File: src/rtl/result_pkg.sv
// result_pkg: shared types and helpers for result_collector.
//   state_t     - collector FSM state
//   ERR_CNT_W   - width of the saturating mismatch counter
//   CHK_W       - width of the running checksum
//   golden_res  - reference function (A+B); the caller truncates to RES_WIDTH
package result_pkg;
   typedef enum logic [1:0] {IDLE, COLLECT, DONE} state_t;

   localparam int ERR_CNT_W = 16;
   localparam int CHK_W     = 16;

   // Full-width sum; callers cast down to their result width, which gives the
   // mod 2^RES_WIDTH behaviour of the bfm.
   function automatic logic [31:0] golden_res(input logic [31:0] a, input logic [31:0] b);
      return a + b;
   endfunction
endpackage

File: src/rtl/result_collector_if.sv
// result_collector_if: operand/result sampling bus plus status and readback.
//   master: harness side (drives start/valid/operands/result/read address)
//   slave : collector side (drives read data and run statistics)
interface result_collector_if #(
   parameter int OP_WIDTH  = 8,
   parameter int RES_WIDTH = 8,
   parameter int NUM       = 100
);
   import result_pkg::*;

   localparam int AW = (NUM > 1) ? $clog2(NUM) : 1;
   localparam int CW = $clog2(NUM + 1);

   logic                 start_i;
   logic                 valid_i;
   logic [OP_WIDTH-1:0]  a_i;
   logic [OP_WIDTH-1:0]  b_i;
   logic [RES_WIDTH-1:0] res_i;
   logic [AW-1:0]        rd_addr_i;
   logic [RES_WIDTH-1:0] rd_data_o;
   logic                 busy_o;
   logic                 done_o;
   logic [CW-1:0]        count_o;
   logic [ERR_CNT_W-1:0] err_count_o;
   logic [AW-1:0]        first_err_idx_o;
   logic [CHK_W-1:0]     checksum_o;

   modport master (
      output start_i, valid_i, a_i, b_i, res_i, rd_addr_i,
      input  rd_data_o, busy_o, done_o, count_o, err_count_o, first_err_idx_o, checksum_o
   );

   modport slave (
      input  start_i, valid_i, a_i, b_i, res_i, rd_addr_i,
      output rd_data_o, busy_o, done_o, count_o, err_count_o, first_err_idx_o, checksum_o
   );
endinterface

File: src/rtl/result_collector_op_delay_line.sv
// op_delay_line: LATENCY-deep shift register of {valid, a, b}, so each operand
// pair leaves the line on the same edge its bfm result arrives.
//   clk_i/reset_i   - clock, async active-high reset (all stages invalid)
//   flush_i         - synchronous: every stage loaded invalid this edge
//   vld_i/a_i/b_i   - stage 0 input
//   vld_o/a_o/b_o   - last stage output
module op_delay_line #(
   parameter int OP_WIDTH = 8,
   parameter int LATENCY  = 1
) (
   input  logic                clk_i,
   input  logic                reset_i,
   input  logic                flush_i,
   input  logic                vld_i,
   input  logic [OP_WIDTH-1:0] a_i,
   input  logic [OP_WIDTH-1:0] b_i,
   output logic                vld_o,
   output logic [OP_WIDTH-1:0] a_o,
   output logic [OP_WIDTH-1:0] b_o
);
   logic [LATENCY-1:0]               vld_pipe_q, vld_pipe_d;
   logic [LATENCY-1:0][OP_WIDTH-1:0] a_pipe_q, a_pipe_d;
   logic [LATENCY-1:0][OP_WIDTH-1:0] b_pipe_q, b_pipe_d;

   always_comb begin
      vld_pipe_d    = '0;
      a_pipe_d      = '0;
      b_pipe_d      = '0;
      vld_pipe_d[0] = vld_i & ~flush_i;
      a_pipe_d[0]   = a_i;
      b_pipe_d[0]   = b_i;
      for (int i = 1; i < LATENCY; i++) begin
         vld_pipe_d[i] = vld_pipe_q[i-1] & ~flush_i;
         a_pipe_d[i]   = a_pipe_q[i-1];
         b_pipe_d[i]   = b_pipe_q[i-1];
      end
   end

   always_ff @(posedge clk_i or posedge reset_i) begin
      if (reset_i) begin
         vld_pipe_q <= '0;
         a_pipe_q   <= '0;
         b_pipe_q   <= '0;
      end else begin
         vld_pipe_q <= vld_pipe_d;
         a_pipe_q   <= a_pipe_d;
         b_pipe_q   <= b_pipe_d;
      end
   end

   assign vld_o = vld_pipe_q[LATENCY-1];
   assign a_o   = a_pipe_q[LATENCY-1];
   assign b_o   = b_pipe_q[LATENCY-1];
endmodule

File: src/rtl/result_collector.sv
// result_collector: samples operand pairs and the bfm result LATENCY edges
// later, buffers NUM results, checks them against (A+B) mod 2^RES_WIDTH and
// keeps a checksum and mismatch statistics for readback.
//   clk_i/reset_i - clock, async active-high reset
//   bus (slave)   - start/valid/operands/result in; registered read port,
//                   busy/done flags, count, err_count, first_err_idx, checksum out
module result_collector
   import result_pkg::*;
#(
   parameter int OP_WIDTH  = 8,
   parameter int RES_WIDTH = 8,
   parameter int NUM       = 100,
   parameter int LATENCY   = 1
) (
   input  logic               clk_i,
   input  logic               reset_i,
   result_collector_if.slave  bus
);
   localparam int AW = (NUM > 1) ? $clog2(NUM) : 1;
   localparam int CW = $clog2(NUM + 1);

   state_t               state_q, state_d;
   logic [CW-1:0]        count_q, count_d;
   logic [ERR_CNT_W-1:0] err_q, err_d;
   logic [AW-1:0]        first_err_q, first_err_d;
   logic [CHK_W-1:0]     chk_q, chk_d;
   logic                 busy_q, busy_d;
   logic                 done_q, done_d;
   logic [RES_WIDTH-1:0] rd_data_q, rd_data_d;
   logic [RES_WIDTH-1:0] buf_q [NUM];

   logic                 dl_vld, dl_load, flush, cap, last_cap;
   logic [OP_WIDTH-1:0]  dl_a, dl_b;
   logic [RES_WIDTH-1:0] exp_res;

   // Pairs only enter the line while collecting; anything sent in IDLE/DONE
   // never reaches the capture point.
   assign dl_load = bus.valid_i & (state_q == COLLECT);

   op_delay_line #(
      .OP_WIDTH (OP_WIDTH),
      .LATENCY  (LATENCY)
   ) u_dly (
      .clk_i   (clk_i),
      .reset_i (reset_i),
      .flush_i (flush),
      .vld_i   (dl_load),
      .a_i     (bus.a_i),
      .b_i     (bus.b_i),
      .vld_o   (dl_vld),
      .a_o     (dl_a),
      .b_o     (dl_b)
   );

   always_comb begin
      state_d     = state_q;
      count_d     = count_q;
      err_d       = err_q;
      first_err_d = first_err_q;
      chk_d       = chk_q;
      exp_res     = RES_WIDTH'(golden_res(32'(dl_a), 32'(dl_b)));
      // start wins over a coinciding capture
      cap         = dl_vld && (state_q == COLLECT) && !bus.start_i;
      last_cap    = cap && (count_q == CW'(NUM - 1));
      // Leftover pairs are dropped on restart and when the run completes
      flush       = bus.start_i || last_cap;

      if (bus.start_i) begin
         state_d     = COLLECT;
         count_d     = '0;
         err_d       = '0;
         first_err_d = '0;
         chk_d       = '0;
      end else if (cap) begin
         count_d = count_q + CW'(1);
         chk_d   = chk_q + CHK_W'(bus.res_i);
         if (bus.res_i != exp_res) begin
            if (err_q != '1) err_d = err_q + ERR_CNT_W'(1);
            if (err_q == '0) first_err_d = count_q[AW-1:0];
         end
         if (last_cap) state_d = DONE;
      end

      busy_d    = (state_d == COLLECT);
      done_d    = (state_d == DONE);
      rd_data_d = '0;
      if (32'(bus.rd_addr_i) < NUM) rd_data_d = buf_q[bus.rd_addr_i];
   end

   always_ff @(posedge clk_i or posedge reset_i) begin
      if (reset_i) begin
         state_q     <= IDLE;
         count_q     <= '0;
         err_q       <= '0;
         first_err_q <= '0;
         chk_q       <= '0;
         busy_q      <= 1'b0;
         done_q      <= 1'b0;
         rd_data_q   <= '0;
      end else begin
         state_q     <= state_d;
         count_q     <= count_d;
         err_q       <= err_d;
         first_err_q <= first_err_d;
         chk_q       <= chk_d;
         busy_q      <= busy_d;
         done_q      <= done_d;
         rd_data_q   <= rd_data_d;
      end
   end

   // Result buffer holds its contents across restarts, so no reset
   always_ff @(posedge clk_i) begin
      if (cap) buf_q[count_q[AW-1:0]] <= bus.res_i;
   end

   assign bus.rd_data_o       = rd_data_q;
   assign bus.busy_o          = busy_q;
   assign bus.done_o          = done_q;
   assign bus.count_o         = count_q;
   assign bus.err_count_o     = err_q;
   assign bus.first_err_idx_o = first_err_q;
   assign bus.checksum_o      = chk_q;
endmodule

File: src/flat_wrapper.sv
// flat-port wrapper written by rule: the top's interface ports become plain ports
module result_collector_flat import result_pkg::*;
#(
   parameter int OP_WIDTH  = 8,
   parameter int RES_WIDTH = 8,
   parameter int NUM       = 100,
   parameter int LATENCY   = 1
)
  (clk_i, reset_i, bus_start_i, bus_valid_i, bus_a_i, bus_b_i, bus_res_i, bus_rd_addr_i, bus_rd_data_o, bus_busy_o, bus_done_o, bus_count_o, bus_err_count_o, bus_first_err_idx_o, bus_checksum_o);
  result_collector_if #(.OP_WIDTH(OP_WIDTH), .RES_WIDTH(RES_WIDTH), .NUM(NUM)) bus_i ();
  input  logic clk_i;
  input  logic reset_i;
  input wire logic [$bits(bus_i.start_i)-1:0] bus_start_i;
  input wire logic [$bits(bus_i.valid_i)-1:0] bus_valid_i;
  input wire logic [$bits(bus_i.a_i)-1:0] bus_a_i;
  input wire logic [$bits(bus_i.b_i)-1:0] bus_b_i;
  input wire logic [$bits(bus_i.res_i)-1:0] bus_res_i;
  input wire logic [$bits(bus_i.rd_addr_i)-1:0] bus_rd_addr_i;
  output wire logic [$bits(bus_i.rd_data_o)-1:0] bus_rd_data_o;
  output wire logic [$bits(bus_i.busy_o)-1:0] bus_busy_o;
  output wire logic [$bits(bus_i.done_o)-1:0] bus_done_o;
  output wire logic [$bits(bus_i.count_o)-1:0] bus_count_o;
  output wire logic [$bits(bus_i.err_count_o)-1:0] bus_err_count_o;
  output wire logic [$bits(bus_i.first_err_idx_o)-1:0] bus_first_err_idx_o;
  output wire logic [$bits(bus_i.checksum_o)-1:0] bus_checksum_o;
  assign bus_i.start_i = bus_start_i;
  assign bus_i.valid_i = bus_valid_i;
  assign bus_i.a_i = bus_a_i;
  assign bus_i.b_i = bus_b_i;
  assign bus_i.res_i = bus_res_i;
  assign bus_i.rd_addr_i = bus_rd_addr_i;
  assign bus_rd_data_o = bus_i.rd_data_o;
  assign bus_busy_o = bus_i.busy_o;
  assign bus_done_o = bus_i.done_o;
  assign bus_count_o = bus_i.count_o;
  assign bus_err_count_o = bus_i.err_count_o;
  assign bus_first_err_idx_o = bus_i.first_err_idx_o;
  assign bus_checksum_o = bus_i.checksum_o;
  result_collector #(.OP_WIDTH(OP_WIDTH), .RES_WIDTH(RES_WIDTH), .NUM(NUM), .LATENCY(LATENCY)) u_core (.clk_i(clk_i), .reset_i(reset_i), .bus(bus_i));
endmodule
File: config.mk
export PLATFORM = sky130hd
export DESIGN_NAME = result_collector_flat
export DESIGN_NICKNAME = d
export VERILOG_FILES = /design/src/rtl/result_pkg.sv /design/src/rtl/result_collector_if.sv /design/src/rtl/result_collector_op_delay_line.sv /design/src/rtl/result_collector.sv /design/src/flat_wrapper.sv
export SDC_FILE = /design/constraint.sdc
export NUM_CORES = 1
export LEC_CHECK = 0
export CORE_ASPECT_RATIO = 1.1
export CORE_UTILIZATION = 56
export CTS_CLUSTER_DIAMETER = 100
export CTS_CLUSTER_SIZE = 20
export DETAILED_ROUTE_END_ITERATION = 12
export PLACE_DENSITY = 0.76
export SYNTH_ARGS = -nofsm -noshare
export SYNTH_HDL_FRONTEND = slang
export SYNTH_SLANG_ARGS = --single-unit
File: constraint.sdc
create_clock -name clk_i -period 2.8 [get_ports clk_i]
set_input_delay 0.56 -clock clk_i [delete_from_list [all_inputs] [get_ports clk_i]]
set_output_delay 0.56 -clock clk_i [all_outputs]
set_load 0.1 [all_outputs]
# Word-level counts from Yosys, hierarchy flattened
# Memories as Yosys holds them, arrays and structs flattened.
# Index checks and enable logic that the tools add are counted.
[word_totals]
in_bits = 35
wordCells = 56
out_inout_bits = 56
regBits = 75
mem_count = 1
mem_bits_rw = 800
[op_classes]
n_bitwise = 3
n_reduce_logical = 12
n_mux = 18
eq_ne = 6
addsub = 4
n_lt_le_gt_ge = 1
[memory_table]
columns = ["name", "depth", "width", "rd", "rd_clocked_by_memory_dff", "write_ports", "line", "rtl"]
rows = [
  ["u_core.buf_q", 100, 8, 1, 0, 1, "result_collector.sv:30", "logic [RES_WIDTH-1:0] buf_q [NUM];"],
]
[op_table]
columns = ["cell", "n"]
rows = [
  ["16-bit 2-to-1 mux", 6],
  ["7-bit 2-to-1 mux", 6],
  ["16-bit by 1-bit adder with 16-bit output, second input constant", 1],
  ["16-bit by 8-bit adder with 16-bit output", 1],
  ["16-bit zero test", 1],
  ["16-bit inequality test, second input constant", 1],
  ["8-bit adder", 1],
  ["8-bit 2-to-1 mux", 1],
  ["8-bit inequality test", 1],
  ["2-bit nonzero test", 4],
  ["7-bit by 1-bit adder with 7-bit output, second input constant", 1],
  ["7-bit == test, second input constant", 1],
  ["7-bit less-than comparator, second input constant", 1],
  ["2-bit 2-to-1 mux", 3],
  ["3-bit AND reduction", 2],
  ["2-bit by 1-bit == test with 1-bit output, second input constant", 2],
  ["1-bit logical AND", 3],
  ["1-bit bitwise AND", 2],
  ["2-bit == test, second input constant", 1],
  ["1-bit 2-to-1 mux", 2],
  ["1-bit zero test", 1],
  ["1-bit logical OR", 1],
  ["1-bit inverter", 1],
]

# Depth between registers and ports, before layout
[depth]
ltp_word = 8
mapped_depth = 11

# Hierarchy
# Synthesis repeated with hierarchy kept, for this count alone.
[unflattened]
cells_unflattened = 2068
hier_area_um2 = 35656.7
[by_module_without_submodules]
columns = ["mod", "seq_area_each_um2", "instances", "cells_each", "area_per_inst_um2"]
rows = [
  ["result_collector", 25474.4, 1, 2049, 35213.8],
  ["op_delay_line", 425.4, 1, 19, 442.9],
]

# Worst setup path after synthesis
# OpenSTA, ideal clock, no wires.
[synth_path]
path_type = "reg2reg"
from = "register u_core.err_q[0], in the netlist u_core.bus.err_count_o[0]"
to = "register u_core.err_q[0], in the netlist u_core.bus.err_count_o[0]"
stages_incl_launch_ff = 10
arrival_ns = 2.924
slack_ns = -0.251
setup_ns = 0.126
path_cell_list = "dfrtp_1 -> ha_1 -> nand3_1 -> or3_4 -> nor2_4 -> nand4_1 -> a21oi_2 -> or2_1 -> buf_4 -> mux2_2"
[synth_via]
elab_chain_len = 5
[synth_rtl]
columns = ["element", "line", "rtl"]
rows = [
  ["from (decl)", "result_collector.sv:24", "logic [ERR_CNT_W-1:0] err_q, err_d;"],
  ["from (signal assigned)", "result_collector.sv:103", "err_q <= err_d;"],
  ["16-bit by 1-bit adder with 16-bit output", "result_collector.sv:78", "if (err_q != '1) err_d = err_q + ERR_CNT_W'(1);"],
  ["16-bit 2-to-1 mux", "result_collector.sv:78", ""],
  ["16-bit 2-to-1 mux", "result_collector.sv:77", "if (bus.res_i != exp_res) begin"],
  ["16-bit 2-to-1 mux", "result_collector.sv:74", "end else if (cap) begin"],
  ["16-bit 2-to-1 mux", "result_collector.sv:68", "if (bus.start_i) begin"],
]
# Parallel ways exist; a longest one is shown, timed or not. The select of a mux whose other input is x is not followed.
# A chain may end at the register's enable or synchronous reset.

# Final worst setup path
[layout_path]
from = "register u_core.u_dly.b_pipe_q (netlist bit u_core.u_dly.b_o[0])"
to = "register u_core.first_err_q[3], in the netlist u_core.bus.first_err_idx_o[3]"
[layout_via]
elab_chain_len = 4
[layout_rtl]
columns = ["element", "line", "rtl"]
rows = [
  ["from (decl)", "result_collector_op_delay_line.sv:23", "logic [LATENCY-1:0][OP_WIDTH-1:0] b_pipe_q, b_pipe_d;"],
  ["from (signal assigned)", "result_collector_op_delay_line.sv:47", "b_pipe_q <= b_pipe_d;"],
  ["8-bit adder", "result_pkg.sv:15", "return a + b;"],
  ["8-bit inequality test", "result_collector.sv:77", ""],
  ["2-bit nonzero test (no source line)", "--", ""],
  ["3-bit AND reduction (no source line)", "--", ""],
  ["to (signal assigned)", "result_collector.sv:104", "first_err_q <= first_err_d;"],
  ["to (decl)", "result_collector.sv:25", "logic [AW-1:0] first_err_q, first_err_d;"],
]
# No other way between the ends.

==> results.sh <==
export IMPL_status="complete, no violations"
export IMPL_initial_utilization=0.569
export IMPL_routed_wl_mm=85.3
export IMPL_multi_input_area_sq_um=8560
export IMPL_critPathMaxStageDelay_ns=0.39
export IMPL_hold_end="u_core.buf_q[94][4]"
export IMPL_holdPathStages=1
export IMPL_yosys_register_bits=875
export IMPL_numCtsBuffers=49
export IMPL_synth_cell_types=66
export IMPL_ff_latch_area_sq_um=25900
export IMPL_switching_power_w=0.00527
export IMPL_antenna_found_initial=0
export IMPL_cts_root_buf="clkbuf_16"
export IMPL_ff2ff_path_depth=10
export IMPL_core_sq_um=61300
export IMPL_globalRoute_totalOverflow=0
export IMPL_drv_cap=0
export IMPL_grt_pass1_vias=19120
export IMPL_fmax_mhz=368
export IMPL_rr_endpoint="u_core.bus.first_err_idx_o[3]"
export IMPL_postCtsHoldBufs=0
export IMPL_grt_pass1_wl_mm=127
export IMPL_setup_viol=0
export IMPL_hp_start="bus_res_i[4]"
export IMPL_drc=0
export IMPL_synth_warnings=0
export IMPL_synth_area_per_cell_sq_um=18.9
export IMPL_cp_max_fo=7
export IMPL_num_rows=95
export IMPL_vdd_ir_drop_worst_uv=614
export IMPL_fin_ws_ns=0.0861
export IMPL_cts_tree="yes"
export IMPL_die_w_um=240
export IMPL_place_congestion=0.952
export IMPL_vias=19305
export IMPL_post_dp_cell_area_sq_um=38200
export IMPL_worstMarginPinSlew_ns=1.16
export IMPL_swShare=0.224
export IMPL_crit_path_end_kind="flip-flop"
export IMPL_grt_total_usage=0.275
export IMPL_port_buffer_count=90
export IMPL_final_nets=2186
export IMPL_die_area_sq_um=63400
export IMPL_insertedDiodeCount=0
export IMPL_min_period_over_period=0.969
export IMPL_seqPwrFrac=0.609
export IMPL_p_leak_nw=13.4
export IMPL_hold_path_class="in2reg"
export IMPL_ant_nets=0
export IMPL_grt_max_degree=101
export IMPL_rr_startpoint="u_core.u_dly.b_o[0]"
export IMPL_clockBufferDepth=3
export IMPL_crit_chain="ha_2 > fa_2 > buf_4 > xnor2_1 > nor4_1 > nand3_1 > nor4_4 > buf_4 > o21bai_4 > mux2_2"
export IMPL_crit_required_ns=3.30
export IMPL_area_growth_pct=13.8
export IMPL_async_reset_ff_frac=0.0857
export IMPL_maxSlewHeadroom=0.224
export IMPL_pre_cts_ws_ns=-0.328
export IMPL_cp_top_family="simple AND/OR/NAND/NOR gates"
export IMPL_fin_crit_ns=2.71
export IMPL_clockPowerShare=0.310
export IMPL_drt_first_pass_iters=6
export IMPL_synth_edff_count=800
export IMPL_synthesis_instances=1843
export IMPL_crit_top_cell="buf_4"
export IMPL_clkTransAtPathRegs_ns=0.09
export IMPL_crit_arrival_ns=3.21
export IMPL_p_int_w=0.0183
export IMPL_timing_final_hold_violations=0
export IMPL_worst_hold_slack_ns=0.238
export IMPL_critPathKind="reg2reg"
export IMPL_layout_drive_gt1_share=0.277
export IMPL_final_cell_area_sq_um=39700
export IMPL_dpl_hpwl_mm=56.9
export IMPL_drt_iter0_drc=2427
export IMPL_ys_seq_area_frac=0.742
export IMPL_reg2reg_setup_slack_ns=0.09
export IMPL_maxSlewViolCount=0
export IMPL_p_comb_frac=0.082
export IMPL_via_per_inst=6.49
export IMPL_synthFlopType="edfxtp_1"
export IMPL_synth_nets=1898
export IMPL_syn_cell_area_sq_um=34900
export IMPL_power_density_nw_per_um2=593
export IMPL_detail_route_wl_per_cell_um=28.7
export IMPL_htreeDepth=2
export IMPL_clock_latency_ns=0.62
export IMPL_cts_sinks=875
export IMPL_crit_path_top_delay_cell="fa_2"
export IMPL_critPathLaunchType="flip-flop"
export IMPL_chipHeight_um=264
export IMPL_path_buf_inv=2
export IMPL_ios=91
export IMPL_skew_ns=0.0171
export IMPL_fillers=4118
==> worst register-to-register path, stage by stage (launching register included) <==
cell	delay (ns)
dfrtp_1	0.37
ha_2	0.20
fa_2	0.39
buf_4	0.15
xnor2_1	0.12
nor4_1	0.26
nand3_1	0.16
nor4_4	0.22
buf_4	0.18
o21bai_4	0.19
mux2_2	0.38
==> Yosys cell counts, types with 12 or more instances <==
cell type | instances | area, sq um
mux2i_1 | 74 | 741
a31oi_1 | 12 | 75.1
nand3_1 | 17 | 85.1
o21ai_0 | 19 | 95.1
buf_2 | 20 | 100
ha_1 | 18 | 225
o22ai_1 | 17 | 106
a22oi_1 | 27 | 203
nand2_1 | 70 | 263
nor2b_1 | 19 | 119
o221ai_1 | 13 | 114
a22o_1 | 16 | 140
nor2_1 | 132 | 495
dfrtp_1 | 75 | 1880
mux2_2 | 16 | 180
a21oi_1 | 60 | 300
buf_6 | 16 | 180
xnor2_1 | 17 | 149
edfxtp_1 | 800 | 24000
mux4_2 | 172 | 3870
clkbuf_1 | 45 | 169
==> through the flow <==
stage,cells,power (W),utilization,TNS (ns)
final,2975,0.0236,0.648,0
after floorplan,1843,0.0157,-,-0.0279
after global placement,2902,0.0165,0.623,-1.09
after detailed placement,2902,0.0165,0.623,-1.53
after CTS,2973,0.0236,0.646,0
after global routing,2975,0.0242,0.648,-0.0216
==> worst max-delay path by stage <==
| stage | end | slack [ns] | startpoint | depth (start not counted) |
|---|---|---|---|---|
| after floorplan | u_core.bus.err_count_o[0] | -0.03 | u_core.bus.err_count_o[2] | 8 |
| after global placement | u_core.bus.rd_data_o[7] | -0.33 | bus_rd_addr_i[2] | 8 |
| after detailed placement | u_core.bus.rd_data_o[7] | -0.33 | bus_rd_addr_i[2] | 8 |
| after CTS | u_core.bus.first_err_idx_o[5] | 0.05 | u_core.u_dly.b_o[0] | 9 |
| after global routing | u_core.bus.err_count_o[13] | -0.02 | u_core.u_dly.b_o[0] | 11 |
| final | u_core.bus.first_err_idx_o[3] | 0.09 | u_core.u_dly.b_o[0] | 10 |
==> power groups by stage <==
stage	sequential, W	clock, W	combinational, W
after floorplan	0.0149	0	0.000858
after global placement	0.0146	0	0.00186
after detailed placement	0.0147	0	0.00190
after CTS	0.0144	0.00739	0.00190
after global routing	0.0144	0.00782	0.00202
final	0.0144	0.00730	0.00192
==> flip-flops by register name, indices dropped and copies added (netlist names) <==
register / cells
u_core.bus.busy_o: 1
u_core.bus.first_err_idx_o: 7
u_core.u_dly.b_o: 8
u_core.buf_q: 800
u_core.u_dly.a_o: 8
u_core.bus.rd_data_o: 8
u_core.state_q: 2
u_core.bus.count_o: 7
u_core.bus.checksum_o: 16
u_core.u_dly.vld_o: 1
u_core.bus.err_count_o: 16
u_core.bus.done_o: 1
==> repair_timing <==
action,in CTS,in global routing
pin swaps,1,7
setup buffers,0,2
endpoints found under the setup margin,11,18
gates resized for setup,2,20
==> routing by layer <==
layer,vias to the layer above,GRT usage,part of all wire
met5,-,0,0
met4,0,0.0866,0.034
met3,158,0.0339,0.077
met2,1019,0.453,0.51
met1,10105,0.387,0.38
li1,8023,-,-
==> cells by family (layout without fill, tap and decap cells) <==
family	after synthesis	in the layout	share of synthesized area
mux	262	262	0.137
xor+xnor	27	27	0.00677
compound gates	238	238	0.0477
flops	875	875	0.742
simple gates	309	309	0.0417
fa+ha+maj	20	20	0.00760
buf+inv	112	420	0.0173
==> cell usage in the layout (no fill, tap or decap), types with 17 or more instances in the layout <==
cell,count
edfxtp_1,800
nand2_1,70
a21oi_1,59
mux2i_1,74
buf_12,18
mux4_2,172
nor2_1,131
a22oi_1,27
clkdlybuf4s50_1,21
buf_4,295
o21ai_0,19
nand3_1,17
o22ai_1,17
nor2b_1,17
dfrtp_1,67
clkbuf_1,18
clkbuf_16,51
ha_1,17
==> cell type report <==
type | count | area share
Clock inverter | 2 | 0.000409
Multi-Input combinational cell | 856 | 0.215
Inverter | 10 | 0.000976
Sequential cell | 875 | 0.652
Timing Repair Buffer | 339 | 0.0713
Tap cell | 824 | 0.0259
Clock buffer | 69 | 0.0338
Power figures use the tool's default switching activity.
